File: config.mk
export PLATFORM = sky130hd
export DESIGN_NAME = mc_controller_hs_flat
export DESIGN_NICKNAME = d
export VERILOG_FILES = /design/src/rtl/mc_controller_hs_pkg.sv /design/src/rtl/mc_controller_hs_if.sv /design/src/rtl/mc_controller_hs_alu_decode.sv /design/src/rtl/mc_controller_hs.sv /design/src/flat_wrapper.sv
export SDC_FILE = /design/constraint.sdc
export NUM_CORES = 1
export LEC_CHECK = 0
export ABC_CLOCK_PERIOD_IN_PS = 1700
export BUFFER_PORTS_ARGS = -buffer_cell sky130_fd_sc_hd__buf_4
export CORE_MARGIN = 5
export CORE_UTILIZATION = 48
export DETAILED_ROUTE_END_ITERATION = 7
export PLACE_DENSITY_LB_ADDON = 0.12
export SYNTH_ARGS = -nofsm -noshare
export SYNTH_HDL_FRONTEND = slang
export SYNTH_SLANG_ARGS = --single-unit
File: constraint.sdc
create_clock -name clk -period 1.7 [get_ports clk]
set_input_delay 0.085 -clock clk [delete_from_list [all_inputs] [get_ports clk]]
set_output_delay 0.085 -clock clk [all_outputs]
set_load 0.03 [all_outputs]
File: src/rtl/mc_controller_hs_pkg.sv
// Shared types and encodings for the multicycle RV32I controller.
package mc_ctrl_pkg;

  typedef enum logic [3:0] {
    S_IF, S_ID, S_EX_R, S_EX_I, S_EX_ADDR, S_MEM_RD, S_MEM_WR, S_WB_ALU,
    S_WB_MDR, S_WB_U, S_EX_JAL, S_EX_JALR, S_LINK, S_EX_B, S_MD_WAIT, S_TRAP
  } state_e;

  // Opcodes
  localparam logic [6:0] OP_R     = 7'b0110011;
  localparam logic [6:0] OP_I     = 7'b0010011;
  localparam logic [6:0] OP_LOAD  = 7'b0000011;
  localparam logic [6:0] OP_STORE = 7'b0100011;
  localparam logic [6:0] OP_BR    = 7'b1100011;
  localparam logic [6:0] OP_JAL   = 7'b1101111;
  localparam logic [6:0] OP_JALR  = 7'b1100111;
  localparam logic [6:0] OP_LUI   = 7'b0110111;

  // ALU func3
  localparam logic [2:0] F3_ADD  = 3'b000;
  localparam logic [2:0] F3_SLL  = 3'b001;
  localparam logic [2:0] F3_SLT  = 3'b010;
  localparam logic [2:0] F3_SLTU = 3'b011;
  localparam logic [2:0] F3_XOR  = 3'b100;
  localparam logic [2:0] F3_SR   = 3'b101;
  localparam logic [2:0] F3_OR   = 3'b110;
  localparam logic [2:0] F3_AND  = 3'b111;

  // Branch func3
  localparam logic [2:0] F3_BEQ  = 3'b000;
  localparam logic [2:0] F3_BNE  = 3'b001;
  localparam logic [2:0] F3_BLT  = 3'b100;
  localparam logic [2:0] F3_BGE  = 3'b101;
  localparam logic [2:0] F3_BLTU = 3'b110;
  localparam logic [2:0] F3_BGEU = 3'b111;

  // func7
  localparam logic [6:0] F7_BASE   = 7'b0000000;
  localparam logic [6:0] F7_ALT    = 7'b0100000;
  localparam logic [6:0] F7_MULDIV = 7'b0000001;

  // ALU operations
  localparam logic [3:0] ALU_ADD  = 4'd0;
  localparam logic [3:0] ALU_SUB  = 4'd1;
  localparam logic [3:0] ALU_AND  = 4'd2;
  localparam logic [3:0] ALU_OR   = 4'd3;
  localparam logic [3:0] ALU_SLT  = 4'd4;
  localparam logic [3:0] ALU_SLTU = 4'd5;
  localparam logic [3:0] ALU_XOR  = 4'd6;
  localparam logic [3:0] ALU_SLL  = 4'd7;
  localparam logic [3:0] ALU_SRL  = 4'd8;
  localparam logic [3:0] ALU_SRA  = 4'd9;

  // Datapath select encodings
  localparam logic       ADR_PC     = 1'b0;
  localparam logic       ADR_ALU    = 1'b1;
  localparam logic [1:0] ASRC_PC    = 2'd0;
  localparam logic [1:0] ASRC_OLDPC = 2'd1;
  localparam logic [1:0] ASRC_RS1   = 2'd2;
  localparam logic [1:0] BSRC_RS2   = 2'd0;
  localparam logic [1:0] BSRC_IMM   = 2'd1;
  localparam logic [1:0] BSRC_FOUR  = 2'd2;
  localparam logic [1:0] RES_ALUOUT = 2'd0;
  localparam logic [1:0] RES_ALU    = 2'd1;
  localparam logic [1:0] RES_MDR    = 2'd2;
  localparam logic [1:0] RES_IMM    = 2'd3;
  localparam logic [2:0] IMM_I      = 3'd0;
  localparam logic [2:0] IMM_S      = 3'd1;
  localparam logic [2:0] IMM_B      = 3'd2;
  localparam logic [2:0] IMM_J      = 3'd3;
  localparam logic [2:0] IMM_U      = 3'd4;

endpackage

File: src/rtl/mc_controller_hs_if.sv
// Datapath/memory control bundle between the controller (master) and datapath (slave).
interface mc_ctrl_if #(parameter int ALUOP_W = 4) ();
  logic [6:0]         op;
  logic [2:0]         func3;
  logic [6:0]         func7;
  logic               zero;
  logic               lt;
  logic               ltu;
  logic               mem_ready;
  logic               md_done;
  logic               pc_en;
  logic               adr_src;
  logic               mem_req;
  logic               mem_write;
  logic               ir_write;
  logic               reg_write;
  logic [1:0]         alusrc_a;
  logic [1:0]         alusrc_b;
  logic [ALUOP_W-1:0] aluop;
  logic [1:0]         result_src;
  logic [2:0]         imm_src;
  logic               md_start;

  modport master (
    input  op, func3, func7, zero, lt, ltu, mem_ready, md_done,
    output pc_en, adr_src, mem_req, mem_write, ir_write, reg_write,
           alusrc_a, alusrc_b, aluop, result_src, imm_src, md_start
  );

  modport slave (
    output op, func3, func7, zero, lt, ltu, mem_ready, md_done,
    input  pc_en, adr_src, mem_req, mem_write, ir_write, reg_write,
           alusrc_a, alusrc_b, aluop, result_src, imm_src, md_start
  );
endinterface

File: src/rtl/mc_controller_hs_alu_decode.sv
// func3/func7 to ALU operation decode shared by register and immediate ops.
// In immediate mode func7 is immediate data except for the shift encodings.
module mc_alu_decode
  import mc_ctrl_pkg::*;
(
  input  logic [2:0] func3,
  input  logic [6:0] func7,
  input  logic       imm_mode,
  output logic [3:0] aluop,
  output logic       legal
);

  logic plain_ok_s;
  assign plain_ok_s = imm_mode | (func7 == F7_BASE);

  // Map func3/func7 to an ALU operation and flag unsupported encodings.
  always_comb begin
    aluop = ALU_ADD;
    legal = 1'b0;
    case (func3)
      F3_ADD: begin
        if (plain_ok_s) begin
          aluop = ALU_ADD;
          legal = 1'b1;
        end else if (func7 == F7_ALT) begin
          aluop = ALU_SUB;
          legal = 1'b1;
        end else begin
          aluop = ALU_ADD;
          legal = 1'b0;
        end
      end
      F3_SLL:  begin aluop = ALU_SLL;  legal = (func7 == F7_BASE); end
      F3_SLT:  begin aluop = ALU_SLT;  legal = plain_ok_s; end
      F3_SLTU: begin aluop = ALU_SLTU; legal = plain_ok_s; end
      F3_XOR:  begin aluop = ALU_XOR;  legal = plain_ok_s; end
      F3_OR:   begin aluop = ALU_OR;   legal = plain_ok_s; end
      F3_AND:  begin aluop = ALU_AND;  legal = plain_ok_s; end
      F3_SR: begin
        if (func7 == F7_BASE) begin
          aluop = ALU_SRL;
          legal = 1'b1;
        end else if (func7 == F7_ALT) begin
          aluop = ALU_SRA;
          legal = 1'b1;
        end else begin
          aluop = ALU_SRL;
          legal = 1'b0;
        end
      end
      default: begin
        aluop = ALU_ADD;
        legal = 1'b0;
      end
    endcase
  end

endmodule

File: src/rtl/mc_controller_hs.sv
// Multicycle RV32I control unit with ready-based memory handshaking.
// Optional feature macro: CTRL_MULDIV_EN (mul/div sequencing via MD_WAIT).
// Outputs are combinational from state and instruction fields and are
// forced low while rst is asserted (low).
module mc_controller_hs
  import mc_ctrl_pkg::*;
#(
  parameter int ALUOP_W = 4,
  parameter int CNT_W   = 32
) (
  input  logic             clk,
  input  logic             rst,
  mc_ctrl_if.master        bus,
  output logic             halted,
  output logic [CNT_W-1:0] instret
);

  state_e           state_r, state_next_s;
  logic [CNT_W-1:0] instret_r;
  logic             pc_en_s, adr_src_s, mem_req_s, mem_write_s, ir_write_s, reg_write_s;
  logic [1:0]       alusrc_a_s, alusrc_b_s, result_src_s;
  logic [2:0]       imm_src_s;
  logic [3:0]       aluop_s, dec_aluop_s;
  logic             dec_legal_s, md_start_s, halted_s, retire_s, taken_s, br_legal_s;

  mc_alu_decode u_alu_decode (
    .func3    (bus.func3),
    .func7    (bus.func7),
    .imm_mode (state_r == S_EX_I),
    .aluop    (dec_aluop_s),
    .legal    (dec_legal_s)
  );

`ifdef CTRL_MULDIV_EN
  logic md_wb_r;

  // Remember that the pending writeback comes from the mul/div unit.
  always_ff @(posedge clk) begin
    if (!rst)                                     md_wb_r <= 1'b0;
    else if (md_start_s)                          md_wb_r <= 1'b1;
    else if (state_r == S_WB_ALU)                 md_wb_r <= 1'b0;
    else                                          md_wb_r <= md_wb_r;
  end
`else
  logic unused_md_done_s;
  assign unused_md_done_s = bus.md_done;
`endif

  // Branch condition from func3 and ALU comparison flags.
  always_comb begin
    taken_s    = 1'b0;
    br_legal_s = 1'b1;
    case (bus.func3)
      F3_BEQ:  taken_s = bus.zero;
      F3_BNE:  taken_s = ~bus.zero;
      F3_BLT:  taken_s = bus.lt;
      F3_BGE:  taken_s = ~bus.lt;
      F3_BLTU: taken_s = bus.ltu;
      F3_BGEU: taken_s = ~bus.ltu;
      default: br_legal_s = 1'b0;
    endcase
  end

  // State register.
  always_ff @(posedge clk) begin
    if (!rst) state_r <= S_IF;
    else      state_r <= state_next_s;
  end

  // Retired-instruction counter, wraps naturally.
  always_ff @(posedge clk) begin
    if (!rst)          instret_r <= {CNT_W{1'b0}};
    else if (retire_s) instret_r <= instret_r + CNT_W'(1'b1);
    else               instret_r <= instret_r;
  end

  // Next-state and per-state datapath controls.
  always_comb begin
    state_next_s = state_r;
    pc_en_s      = 1'b0;
    adr_src_s    = ADR_PC;
    mem_req_s    = 1'b0;
    mem_write_s  = 1'b0;
    ir_write_s   = 1'b0;
    reg_write_s  = 1'b0;
    alusrc_a_s   = ASRC_PC;
    alusrc_b_s   = BSRC_RS2;
    result_src_s = RES_ALUOUT;
    imm_src_s    = IMM_I;
    aluop_s      = ALU_ADD;
    md_start_s   = 1'b0;
    halted_s     = 1'b0;
    retire_s     = 1'b0;
    case (state_r)
      S_IF: begin
        mem_req_s    = 1'b1;
        alusrc_b_s   = BSRC_FOUR;
        result_src_s = RES_ALU;
        if (bus.mem_ready) begin
          pc_en_s      = 1'b1;
          ir_write_s   = 1'b1;
          state_next_s = S_ID;
        end else begin
          state_next_s = S_IF;
        end
      end
      S_ID: begin
        alusrc_a_s = ASRC_OLDPC;
        alusrc_b_s = BSRC_IMM;
        imm_src_s  = IMM_B;
        case (bus.op)
          OP_R:     state_next_s = S_EX_R;
          OP_I:     state_next_s = S_EX_I;
          OP_LOAD:  state_next_s = S_EX_ADDR;
          OP_STORE: state_next_s = S_EX_ADDR;
          OP_BR:    state_next_s = S_EX_B;
          OP_JAL:   state_next_s = S_EX_JAL;
          OP_JALR:  state_next_s = S_EX_JALR;
          OP_LUI:   state_next_s = S_WB_U;
          default:  state_next_s = S_TRAP;
        endcase
      end
      S_EX_R: begin
        alusrc_a_s = ASRC_RS1;
        alusrc_b_s = BSRC_RS2;
        aluop_s    = dec_aluop_s;
`ifdef CTRL_MULDIV_EN
        if (bus.func7 == F7_MULDIV) begin
          md_start_s   = 1'b1;
          state_next_s = S_MD_WAIT;
        end else if (dec_legal_s) begin
          state_next_s = S_WB_ALU;
        end else begin
          state_next_s = S_TRAP;
        end
`else
        if (dec_legal_s) state_next_s = S_WB_ALU;
        else             state_next_s = S_TRAP;
`endif
      end
      S_EX_I: begin
        alusrc_a_s = ASRC_RS1;
        alusrc_b_s = BSRC_IMM;
        imm_src_s  = IMM_I;
        aluop_s    = dec_aluop_s;
        if (dec_legal_s) state_next_s = S_WB_ALU;
        else             state_next_s = S_TRAP;
      end
      S_EX_ADDR: begin
        alusrc_a_s = ASRC_RS1;
        alusrc_b_s = BSRC_IMM;
        if (bus.op == OP_LOAD) begin
          imm_src_s    = IMM_I;
          state_next_s = S_MEM_RD;
        end else begin
          imm_src_s    = IMM_S;
          state_next_s = S_MEM_WR;
        end
      end
      S_MEM_RD: begin
        mem_req_s = 1'b1;
        adr_src_s = ADR_ALU;
        if (bus.mem_ready) state_next_s = S_WB_MDR;
        else               state_next_s = S_MEM_RD;
      end
      S_MEM_WR: begin
        mem_req_s   = 1'b1;
        adr_src_s   = ADR_ALU;
        mem_write_s = 1'b1;
        if (bus.mem_ready) begin
          retire_s     = 1'b1;
          state_next_s = S_IF;
        end else begin
          state_next_s = S_MEM_WR;
        end
      end
      S_WB_ALU: begin
        reg_write_s  = 1'b1;
        retire_s     = 1'b1;
`ifdef CTRL_MULDIV_EN
        result_src_s = md_wb_r ? RES_ALU : RES_ALUOUT;
`else
        result_src_s = RES_ALUOUT;
`endif
        state_next_s = S_IF;
      end
      S_WB_MDR: begin
        reg_write_s  = 1'b1;
        result_src_s = RES_MDR;
        retire_s     = 1'b1;
        state_next_s = S_IF;
      end
      S_WB_U: begin
        reg_write_s  = 1'b1;
        result_src_s = RES_IMM;
        imm_src_s    = IMM_U;
        retire_s     = 1'b1;
        state_next_s = S_IF;
      end
      S_EX_JAL: begin
        alusrc_a_s   = ASRC_OLDPC;
        alusrc_b_s   = BSRC_IMM;
        imm_src_s    = IMM_J;
        state_next_s = S_LINK;
      end
      S_EX_JALR: begin
        alusrc_a_s   = ASRC_RS1;
        alusrc_b_s   = BSRC_IMM;
        imm_src_s    = IMM_I;
        state_next_s = S_LINK;
      end
      S_LINK: begin
        pc_en_s      = 1'b1;
        result_src_s = RES_ALUOUT;
        alusrc_a_s   = ASRC_OLDPC;
        alusrc_b_s   = BSRC_FOUR;
        state_next_s = S_WB_ALU;
      end
      S_EX_B: begin
        alusrc_a_s = ASRC_RS1;
        alusrc_b_s = BSRC_RS2;
        aluop_s    = ALU_SUB;
        if (br_legal_s) begin
          pc_en_s      = taken_s;
          retire_s     = 1'b1;
          state_next_s = S_IF;
        end else begin
          state_next_s = S_TRAP;
        end
      end
      S_MD_WAIT: begin
`ifdef CTRL_MULDIV_EN
        result_src_s = RES_ALU;
        if (bus.md_done) state_next_s = S_WB_ALU;
        else             state_next_s = S_MD_WAIT;
`else
        state_next_s = S_TRAP;
`endif
      end
      S_TRAP: begin
        halted_s     = 1'b1;
        state_next_s = S_TRAP;
      end
      default: state_next_s = S_TRAP;
    endcase
  end

  // Reset forces every output low, abandoning any pending memory request.
  assign bus.pc_en      = rst & pc_en_s;
  assign bus.adr_src    = rst & adr_src_s;
  assign bus.mem_req    = rst & mem_req_s;
  assign bus.mem_write  = rst & mem_write_s;
  assign bus.ir_write   = rst & ir_write_s;
  assign bus.reg_write  = rst & reg_write_s;
  assign bus.md_start   = rst & md_start_s;
  assign bus.alusrc_a   = rst ? alusrc_a_s   : 2'd0;
  assign bus.alusrc_b   = rst ? alusrc_b_s   : 2'd0;
  assign bus.result_src = rst ? result_src_s : 2'd0;
  assign bus.imm_src    = rst ? imm_src_s    : 3'd0;
  assign bus.aluop      = rst ? ALUOP_W'(aluop_s) : {ALUOP_W{1'b0}};
  assign halted         = rst & halted_s;
  assign instret        = rst ? instret_r : {CNT_W{1'b0}};

endmodule
File: src/flat_wrapper.sv
// flat-port wrapper written by rule: the top's interface ports become plain ports
module mc_controller_hs_flat import mc_ctrl_pkg::*;
#(
  parameter int ALUOP_W = 4,
  parameter int CNT_W   = 32
)
  (clk, rst, halted, instret, bus_op, bus_func3, bus_func7, bus_zero, bus_lt, bus_ltu, bus_mem_ready, bus_md_done, bus_pc_en, bus_adr_src, bus_mem_req, bus_mem_write, bus_ir_write, bus_reg_write, bus_alusrc_a, bus_alusrc_b, bus_aluop, bus_result_src, bus_imm_src, bus_md_start);
  mc_ctrl_if #(.ALUOP_W(ALUOP_W)) bus_i ();
  input  logic clk;
  input  logic rst;
  output logic halted;
  output logic [CNT_W-1:0] instret;
  input wire logic [$bits(bus_i.op)-1:0] bus_op;
  input wire logic [$bits(bus_i.func3)-1:0] bus_func3;
  input wire logic [$bits(bus_i.func7)-1:0] bus_func7;
  input wire logic [$bits(bus_i.zero)-1:0] bus_zero;
  input wire logic [$bits(bus_i.lt)-1:0] bus_lt;
  input wire logic [$bits(bus_i.ltu)-1:0] bus_ltu;
  input wire logic [$bits(bus_i.mem_ready)-1:0] bus_mem_ready;
  input wire logic [$bits(bus_i.md_done)-1:0] bus_md_done;
  output wire logic [$bits(bus_i.pc_en)-1:0] bus_pc_en;
  output wire logic [$bits(bus_i.adr_src)-1:0] bus_adr_src;
  output wire logic [$bits(bus_i.mem_req)-1:0] bus_mem_req;
  output wire logic [$bits(bus_i.mem_write)-1:0] bus_mem_write;
  output wire logic [$bits(bus_i.ir_write)-1:0] bus_ir_write;
  output wire logic [$bits(bus_i.reg_write)-1:0] bus_reg_write;
  output wire logic [$bits(bus_i.alusrc_a)-1:0] bus_alusrc_a;
  output wire logic [$bits(bus_i.alusrc_b)-1:0] bus_alusrc_b;
  output wire logic [$bits(bus_i.aluop)-1:0] bus_aluop;
  output wire logic [$bits(bus_i.result_src)-1:0] bus_result_src;
  output wire logic [$bits(bus_i.imm_src)-1:0] bus_imm_src;
  output wire logic [$bits(bus_i.md_start)-1:0] bus_md_start;
  assign bus_i.op = bus_op;
  assign bus_i.func3 = bus_func3;
  assign bus_i.func7 = bus_func7;
  assign bus_i.zero = bus_zero;
  assign bus_i.lt = bus_lt;
  assign bus_i.ltu = bus_ltu;
  assign bus_i.mem_ready = bus_mem_ready;
  assign bus_i.md_done = bus_md_done;
  assign bus_pc_en = bus_i.pc_en;
  assign bus_adr_src = bus_i.adr_src;
  assign bus_mem_req = bus_i.mem_req;
  assign bus_mem_write = bus_i.mem_write;
  assign bus_ir_write = bus_i.ir_write;
  assign bus_reg_write = bus_i.reg_write;
  assign bus_alusrc_a = bus_i.alusrc_a;
  assign bus_alusrc_b = bus_i.alusrc_b;
  assign bus_aluop = bus_i.aluop;
  assign bus_result_src = bus_i.result_src;
  assign bus_imm_src = bus_i.imm_src;
  assign bus_md_start = bus_i.md_start;
  mc_controller_hs #(.ALUOP_W(ALUOP_W), .CNT_W(CNT_W)) u_core (.clk(clk), .rst(rst), .bus(bus_i), .halted(halted), .instret(instret));
endmodule
==> qor.txt, run 1 <==
Hold Path Cell Cnt: 4
Vias in the first global route: 2980
Worst path max stage delay: 0.44 ns
Vias/cell: 5.67
Clock Latency Late Sink: 0.29 ns
Crit. End Element: register
Setup crit start kind: register
Hold Crit Start: bus_op[4]
Antenna cell count: 0
Via count: 3292
CP max FO: 5
Combinational share of power: 0.151
Leakage: 1.99 nW
Max-slew violations: 0
Primary FF master, synth: dfxtp_1
Final hold viol count: 0
Clock tree root driver cell: clkbuf_8
Kind of critical path: reg -> reg
Clock Sink Count: 36
Register clock-pin slew on the reported worst setup and hold paths: 0.07 ns
Initial antenna violation count: 0
Drt total wl: 9670 µm
Synth-to-Final Area Change: 59.8%
Power Density: 380 mW/mm²
Sequential share of power: 0.501
Distinct cell type count after synthesis: 57
Mapped Area: 0.00278 mm²
Endpoints failing setup: 21
Clock Tree Buf Depth: 2
Global-route wire length before repair: 13300 µm
Fin area: 0.00445 mm²
CP required: 1.92 ns
Worst VDD drop: 0.000275 V
Setup WS post-layout: -0.234 ns
RSZ-0062 raised after global routing: true
Pre-Repair DR Iteration Count: 4
Share of cells above drive strength 1: 0.430
Seq/Total Area, Yosys: 0.259
Syn. warnings: 0
Clock Power Share: 0.348
Critical path's slowest cell: a2111o_1
Most numerous cell in the Yosys netlist: and2_1
Crit path DAT: 2.15 ns
Top Ports: 77
Placer Congestion: 0.875
Top cell type's share of synthesized area: 0.259
Drt first-iter violations: 164
Initial Util: 0.499
Cells after Synth: 371
DR DRC count: 0
Internal: 1.23 mW
Sw frac: 0.271
Min-delay worst type: in -> reg
GR Overflow Total: 0
CP Cell Sequence: and2_1 -> nand2_1 -> a2111o_1 -> or3_1 -> a21boi_1
Die Height: 86.2 µm
Min Hold Slack: 0.183 ns
DP HPWL: 6130 µm
Rows: 27
TritonCTS clock tree: yes
Post-synth top area cell: dfxtp_1
R2R depth: 5
Fin Setup TNS: -1.47 ns
Drt wl/cell: 16.6 µm
Number of synthesized flops with an enable pin: 0
Number of buffers created by CTS: 5
Max-cap violations: 0
Die X: 86.2 µm
Syn_area_per_cell: 7.50 µm²
Die area: 0.00742 mm²
Place WS: -0.203 ns
Final Cycle Share: 1.14
Port bufs: 74
Top post-synthesis cells by area: dfxtp_1, and2_1, xor2_1, nand2_1, clkbuf_1
Top cells by count, synth: and2_1, nand2_1, dfxtp_1
Fmax: 0.517 GHz
Worst flop-to-flop path endpoint: u_core.instret_r[19]
Clk_skew: 0.00693 ns
H-tree depth: 2
Top Family by Delay on Critical Path: simple AND/OR/NAND/NOR gates
GRT Total Usage: 0.216
NumNets Final: 534
Largest net degree at the start of global routing: 48
Bufs and invs on worst path: 0
Mapped Nets: 396
Hold-critical path endpoint: u_core.state_r[2]
P_sw: 457 µW
Core outline area: 0.00557 mm²
Status: finished with violations
Flop-to-flop setup slack: -0.23 ns
Failing checks: negative setup slack
Yosys reg bits: 36
Post-layout min period: 1.93 ns
Detail Route Antenna Nets: 0
Post-DP Area: 0.00387 mm²
Worst R2R Start: u_core.instret_r[3]
Async set-reset flop share out of synthesis: 0
==> flip-flops by register name, indices dropped and copies added (netlist names) <==
| name | cells |
|---|---|
| u_core.instret_r | 32 |
| u_core.state_r | 4 |
==> power by group through the flow <==
stage | sequential [mW] | combinational, mW | clock [mW]
floorplan | 0.865 | 0.138 | 0
global placement | 0.866 | 0.226 | 0
detailed placement | 0.866 | 0.228 | 0
CTS | 0.847 | 0.232 | 0.582
global route | 0.846 | 0.277 | 0.636
finish | 0.846 | 0.256 | 0.587
==> layout make-up <==
class,instances,area (µm²)
clock buffer,6,72.6
fill,377,1130
multi-input combinational,299,2240
sequential,36,731
inverter,10,40.0
clock inverter,1,5.00
timing repair buffer,157,1270
tap,72,90.1
==> worst min-delay path, delay by kind of cell <==
family / cells / cell delay [ns]
compound gates: 3 / 0.22
buf+inv: 1 / 0.12
==> how the worst max path moves through the flow <==
stage,slack [ns],startpoint,end,cells past startpoint
2_1_floorplan,-0.13,u_core.state_r[3],u_core.instret_r[19],7
3_3_place_gp,-0.21,u_core.state_r[1],u_core.instret_r[21],5
3_5_place_dp,-0.20,u_core.state_r[1],u_core.instret_r[23],5
4_1_cts,-0.12,u_core.state_r[2],u_core.instret_r[19],7
5_1_grt,-0.27,u_core.state_r[2],u_core.instret_r[19],8
6_report,-0.23,u_core.instret_r[3],u_core.instret_r[19],5
==> what timing repair did <==
action	4_1_cts	5_1_grt
resized for setup	27	48
hold buffers	0	0
setup endpoints to repair	33	39
setup buffers	0	15
pin swaps	2	23
gates cloned	0	3
==> stage by stage <==
step,power [mW],util,cells
global placement,1.09,0.695,556
CTS,1.66,0.725,563
detailed placement,1.09,0.695,556
floorplan,1.00,-,371
global route,1.76,0.798,581
finish,1.69,0.798,581
==> cells in the final DEF (no fill, tap or decap), drive strengths merged, types with 9 or more instances in the layout <==
cell type / Yosys / routed
a31oi: 9 / 9
xor2: 23 / 23
o21ai: 10 / 10
nand3: 12 / 12
dfxtp: 36 / 36
a211oi: 10 / 10
buf: 6 / 155
nand2: 37 / 37
a21oi: 12 / 12
inv: 9 / 9
nor2: 21 / 21
and2: 59 / 59
==> metal layers <==
| metal | track usage | vias to the layer above | share of wire |
|---|---|---|---|
| met3 | 0.0480 | 25 | 0.064 |
| met2 | 0.375 | 157 | 0.51 |
| met4 | 0.0547 | 0 | 0.026 |
| met1 | 0.267 | 1537 | 0.40 |
| met5 | 0 | - | 0 |
| li1 | - | 1573 | - |
==> logic make-up (layout without fill, tap and decap cells) <==
family / count (synthesis) / count (layout) / synth area share
compound gates: 81 / 81 / 0.211
other cells: 1 / 1 / 0.00135
xor+xnor: 28 / 28 / 0.0881
mux: 2 / 2 / 0.00764
buf+inv: 37 / 174 / 0.0589
fa+ha+maj: 1 / 1 / 0.00449
simple gates: 185 / 186 / 0.369
flops: 36 / 36 / 0.259
(Power assumes the default switching activity.)
==> inputs of run 2 (changes only) <==
--- a/config.mk
+++ b/config.mk
@@ -11,6 +11,7 @@
 export CORE_UTILIZATION = 48
 export DETAILED_ROUTE_END_ITERATION = 7
 export PLACE_DENSITY_LB_ADDON = 0.12
+export SKIP_CTS_REPAIR_TIMING = 1
 export SYNTH_ARGS = -nofsm -noshare
 export SYNTH_HDL_FRONTEND = slang
 export SYNTH_SLANG_ARGS = --single-unit
==> run 2 against run 1 <==
Against the previous run:
- the flow still finishes with violations (negative setup slack)
- register-to-register slack better by 0.07 ns
- wire length is 1.7% lower
- via count is 0.58% lower
- final cell count stayed put
- total power is 0.26% higher
- setup slack better by 0.074 ns
- clock power hardly changed
- critical path depth is 4 higher
- first-iteration DRC count is 0.61% lower
- highest routed layer unchanged
==> qor.txt, run 2 (synthesis results as in run 1) <==
Worst VDD drop: 0.000259 V (-5.7%)
Setup crit start kind: register
Utilization after layout: 0.818 (+0.0195)
Die area: 0.00742 mm² (unchanged)
Power Density: 372 mW/mm² (-2.1%)
DP HPWL: 6130 µm (unchanged)
Fmax: 0.538 GHz (+4.0%)
Core outline area: 0.00557 mm² (unchanged)
Top Ports: 77 (unchanged)
CP max FO: 5 (unchanged)
Number of fillers in the final layout: 340 (-9.8%)
TritonCTS clock tree: yes
Drt total wl: 9510 µm (-1.7%)
Regs by FF count: u_core.instret_r (32), u_core.state_r (4)
Max-cap violations: 0 (unchanged)
Max-slew violations: 0 (unchanged)
Crit path DAT: 2.10 ns (-0.05 ns)
Initial antenna violation count: 0 (unchanged)
Final Cycle Share: 1.09 (-0.0434)
Post-layout min period: 1.86 ns (-0.0738 ns)
Endpoints failing setup: 21 (unchanged)
Global-route wire length before repair: 13200 µm (-0.83%)
Failing checks: negative setup slack
CP Depth: 9 (+4)
Crit. End Element: register
Clk_skew: 0.00426 ns (-0.00267 ns)
Multi-input logic area: 0.00227 mm² (+1.5%)
Cell mode on critical path: buf_4
Worst flop-to-flop path endpoint: u_core.instret_r[9]
Die Height: 86.2 µm (unchanged)
Number of buffers created by CTS: 5 (unchanged)
Sequential standard cell area: 736 µm² (+0.68%)
Critical path's slowest cell: dfxtp_4
Crit path capture: u_core.instret_r[9]
Hold Path Cell Cnt: 4 (unchanged)
Synth-to-Final Area Change: 63.7%
Worst path max stage delay: 0.37 ns (-0.07 ns)
Worst R2R Start: u_core.state_r[2]
Min Hold Slack: 0.187 ns (+0.00356 ns)
Fin Setup TNS: -1.46 ns (+0.0134 ns)
Post-DP Area: 0.00387 mm² (unchanged)
CP required: 1.94 ns (+0.02 ns)
Clock Latency Late Sink: 0.29 ns (about the same)
Top Family by Delay on Critical Path: buffers and inverters
Leading cell types in the layout, fill and taps excluded: buf_4, and2_1, nand2_1, dfxtp_1, xor2_1
Placed Cells incl. Taps: 556 (unchanged)
Min-delay worst type: in -> reg
Drt wl/cell: 16.4 µm (-1.7%)
Placer Congestion: 0.875 (unchanged)
CP Cell Sequence: buf_6 -> nand2_4 -> o2111ai_4 -> buf_12 -> buf_4 -> a2111oi_4 -> buf_4 -> xor2_1 -> and2_1
Largest reg by FF count: u_core.instret_r
Kind of critical path: reg -> reg
GR Overflow Total: 0 (unchanged)
Initial Util: 0.499 (unchanged)
Fin area: 0.00456 mm² (+2.4%)
Vias/cell: 5.63 (-0.58%)
H-tree depth: 2 (unchanged)
Clock Tree Buf Depth: 2 (unchanged)
Largest net degree at the start of global routing: 48 (unchanged)
Share of cells above drive strength 1: 0.438 (+0.00786)
Non-filler instance count after layout: 581 (unchanged)
Rows: 27 (unchanged)
Status: finished with violations
Leakage: 2.02 nW (+1.7%)
DR DRC count: 0 (unchanged)
RSZ-0062 raised after global routing: true
Vias in the first global route: 2977 (-0.10%)
Clock Sink Count: 36 (unchanged)
Pre-Repair DR Iteration Count: 4 (unchanged)
Final hold viol count: 0 (unchanged)
Max reg flops: 32 (unchanged)
GRT Total Usage: 0.213 (-0.00218)
R2R depth: 9 (+4)
Clock tree root driver cell: clkbuf_8
Commonest non-fill, non-tap cell in the layout: buf_4
Die X: 86.2 µm (unchanged)
Port bufs: 74 (unchanged)
Flop-to-flop setup slack: -0.16 ns (+0.07 ns)
Critical path origin: u_core.state_r[2]
Antenna cell count: 0 (unchanged)
Drt first-iter violations: 163 (-0.61%)
NumNets Final: 534 (unchanged)
Detail Route Antenna Nets: 0 (unchanged)
Via count: 3273 (-0.58%)
Setup WS post-layout: -0.160 ns (+0.0738 ns)
Register clock-pin slew on the reported worst setup and hold paths: 0.07 ns (about the same)
Bufs and invs on worst path: 4 (+4)
run 2: per-stage QoR:
stage	total power [mW]	setup WS (ns)
3_3_place_gp	1.09	-0.211
5_1_grt	1.77	-0.218
6_report	1.69	-0.160
2_1_floorplan	1.00	-0.135
4_1_cts	1.66	-0.231
3_5_place_dp	1.09	-0.203
run 2: where the power goes:
| group | switching [mW] | internal, mW |
|---|---|---|
| registers | 0.00230 | 0.840 |
| clock network | 0.307 | 0.279 |
| logic | 0.149 | 0.116 |
| total | 0.458 | 1.24 |
run 2: routing by layer:
layer	share of wire	GRT usage	up-vias
met2	0.51	0.371	138
met3	0.061	0.0471	31
met4	0.029	0.0561	0
met1	0.39	0.264	1523
li1	-	-	1581
met5	0	0	-
run 2: worst min-delay path: stages:
cell     delay [ns]
buf_4          0.12
a31oi_1        0.09
o21ai_0        0.07
a21oi_1        0.07
run 2: cell type report:
class,count,area share
clock inverters,1,0.00110
flip-flops and latches,36,0.161
clock buffers,6,0.0159
well taps,72,0.0198
repair buffers,158,0.295
multi-input cells,298,0.498
inverters,10,0.00906
run 2: worst min path at each step:
stage	from	to	slack (ns)
2_1_floorplan	bus_op[0]	u_core.state_r[0]	0.35
3_3_place_gp	bus_op[4]	u_core.state_r[2]	0.50
3_5_place_dp	bus_op[4]	u_core.state_r[2]	0.49
4_1_cts	bus_op[4]	u_core.state_r[2]	0.20
5_1_grt	bus_op[0]	u_core.state_r[0]	0.20
6_report	bus_op[4]	u_core.state_r[2]	0.19
==> inputs of run 3 (changes only) <==
==> constraint.sdc (replaced) <==
create_clock -name clk -period 1.7 [get_ports clk]
set_input_delay 0.34 -clock clk [delete_from_list [all_inputs] [get_ports clk]]
set_output_delay 0.34 -clock clk [all_outputs]
set_load 0.03 [all_outputs]
==> run 3 against run 2 <==
Against the previous run:
- hold slack better by 0.30 ns
- sequential power about the same
- via count grew 13%
- clock skew increased by 0.0025 ns
- critical endpoint is now bus_aluop[0]
- setup slack worse by 0.36 ns
- first-iteration DRC count grew to 3.0 times the previous value
- flip-flop and latch count unchanged
- fmax down 16%
- combinational power up 20%
- sequential share of layout area decreased by 1.5 points
- clock power increased by 8.0%
- final cell count up 4.6%
- the flow still finishes with violations (negative setup slack)
==> qor.txt, run 3 (synthesis results as in run 1) <==
Status: finished with violations
Failing checks: negative setup slack
Final Cycle Share: 1.30 (+0.209)
Drt first-iter violations: 483 (+200%)
Port bufs: 74 (unchanged)
Setup crit start kind: input port
Antenna cell count: 0 (unchanged)
Largest net degree at the start of global routing: 65 (+35%)
Via count: 3712 (+13%)
Crit path DAT: 1.88 ns (-0.22 ns)
Initial antenna violation count: 0 (unchanged)
H-tree depth: 2 (unchanged)
RSZ-0062 raised after global routing: true
Clock Latency Late Sink: 0.30 ns (about the same)
Max-cap violations: 0 (unchanged)
TritonCTS clock tree: yes
Vias/cell: 6.11 (+8.4%)
Number of fillers in the final layout: 231 (-32%)
Setup WS post-layout: -0.516 ns (-0.356 ns)
Post-layout min period: 2.22 ns (+0.356 ns)
Leakage: 2.22 nW (+9.8%)
Utilization after layout: 0.904 (+0.0866)
Core outline area: 0.00557 mm² (unchanged)
CP required: 1.36 ns (-0.58 ns)
DP HPWL: 6150 µm (+0.33%)
Max reg flops: 32 (unchanged)
Fmax: 0.451 GHz (-16%)
Power Density: 355 mW/mm² (-4.5%)
Min-delay worst type: in -> reg
Largest reg by FF count: u_core.instret_r
Final hold viol count: 0 (unchanged)
Top Ports: 77 (unchanged)
Clock Sink Count: 36 (unchanged)
Share of cells above drive strength 1: 0.498 (+0.0600)
Synth-to-Final Area Change: 81.0%
Worst VDD drop: 0.000480 V (+85%)
Drt total wl: 12700 µm (+33%)
Regs by FF count: u_core.instret_r (32), u_core.state_r (4)
Clock Tree Buf Depth: 2 (unchanged)
Initial Util: 0.499 (unchanged)
Drt wl/cell: 20.8 µm (+27%)
Hold Crit Start: bus_op[0]
Placer Congestion: 0.903 (+3.1%)
Number of buffers created by CTS: 5 (unchanged)
Endpoints failing setup: 52 (+150%)
Leading cell types in the layout, fill and taps excluded: buf_4, and2_1, buf_6, nand2_1, dfxtp_1
Kind of critical path: in -> out
Register clock-pin slew on the reported worst setup and hold paths: 0.08 ns (about the same)
Rows: 27 (unchanged)
NumNets Final: 560 (+4.9%)
Vias in the first global route: 2932 (-1.5%)
Pre-Repair DR Iteration Count: 7 (+3)
Max-slew violations: 0 (unchanged)
Non-filler instance count after layout: 608 (+4.6%)
Clock tree root driver cell: clkbuf_8
Fin Setup TNS: -9.59 ns (-8.13 ns)
Worst R2R Start: u_core.state_r[0]
Commonest non-fill, non-tap cell in the layout: buf_4
DR DRC count: 0 (unchanged)
Die area: 0.00742 mm² (unchanged)
Die X: 86.2 µm (unchanged)
Place WS: -0.461 ns (-0.257 ns)
Global-route wire length before repair: 13300 µm (+0.89%)
CP max FO: 2 (-3)
Die Height: 86.2 µm (unchanged)
Flop-to-flop setup slack: -0.40 ns (-0.24 ns)
Clk_skew: 0.00675 ns (+0.00249 ns)
Placed Cells incl. Taps: 571 (+2.7%)
Detail Route Antenna Nets: 0 (unchanged)
Min Hold Slack: 0.487 ns (+0.300 ns)
GRT Total Usage: 0.215 (+0.00182)
Crit. End Element: primary output
GR Overflow Total: 0 (unchanged)
Critical path origin: bus_func7[3]
-- run 3: cell types whose count changed in the layout (fill, tap and decap cells not counted), moves of 2 or more --
| cell | delta |
|---|---|
| nor2_4 | +3 |
| nor2_1 | -4 |
| nor3_4 | +2 |
| a21oi_1 | -3 |
| and3_1 | -2 |
| buf_8 | +2 |
| buf_4 | -5 |
| buf_6 | +29 |
| a21oi_2 | +2 |
| a211oi_4 | +2 |
-- run 3: cell type report --
cell class	count	area [µm²]	share of cell area
tap	72	90.1	0.0179
multi-input combinational	298	2410	0.477
sequential	36	738	0.146
inverter	10	50.0	0.00993
timing repair buffer	184	1670	0.331
clock buffer	5	68.8	0.0137
clock inverter	3	18.8	0.00372
-- run 3: stage by stage --
| stage | cell area (µm²) | total power, mW |
|---|---|---|
| global placement | 4070 | 1.11 |
| detailed placement | 4070 | 1.12 |
| CTS | 4160 | 1.72 |
| finish | 5040 | 1.79 |
| floorplan | 2930 | 1.01 |
| global route | 5040 | 1.84 |
-- run 3: layer usage --
metal	wire, µm	share of wire	vias to the layer above	global-route usage
met4	413	0.033	0	0.0417
met1	4980	0.39	1784	0.284
met3	1140	0.090	50	0.0461
met5	0	0	-	0
met2	6120	0.48	248	0.361
li1	-	-	1630	-
-- run 3: path summary, 6_finish.rpt --
| kind | end | cells after the start |
|---|---|---|
| max | bus_aluop[0] | 7 |
| min | u_core.state_r[0] | 4 |
| max reg2reg | u_core.instret_r[23] | 7 |
| min reg2reg | u_core.instret_r[16] | 2 |
-- run 3: report_power, final --
part | switching (mW) | internal [mW] | total [mW]
sequential | 0.00243 | 0.838 | 0.841
combinational | 0.179 | 0.138 | 0.317
clock | 0.346 | 0.286 | 0.632
-- run 3: worst max-delay path, cell delays in order --
cell and delay [ns]:
buf_4 0.11, or4_4 0.54, nor3_4 0.16, o2111ai_1 0.13, a311oi_1 0.29, o21a_2 0.18
buf_6 0.12
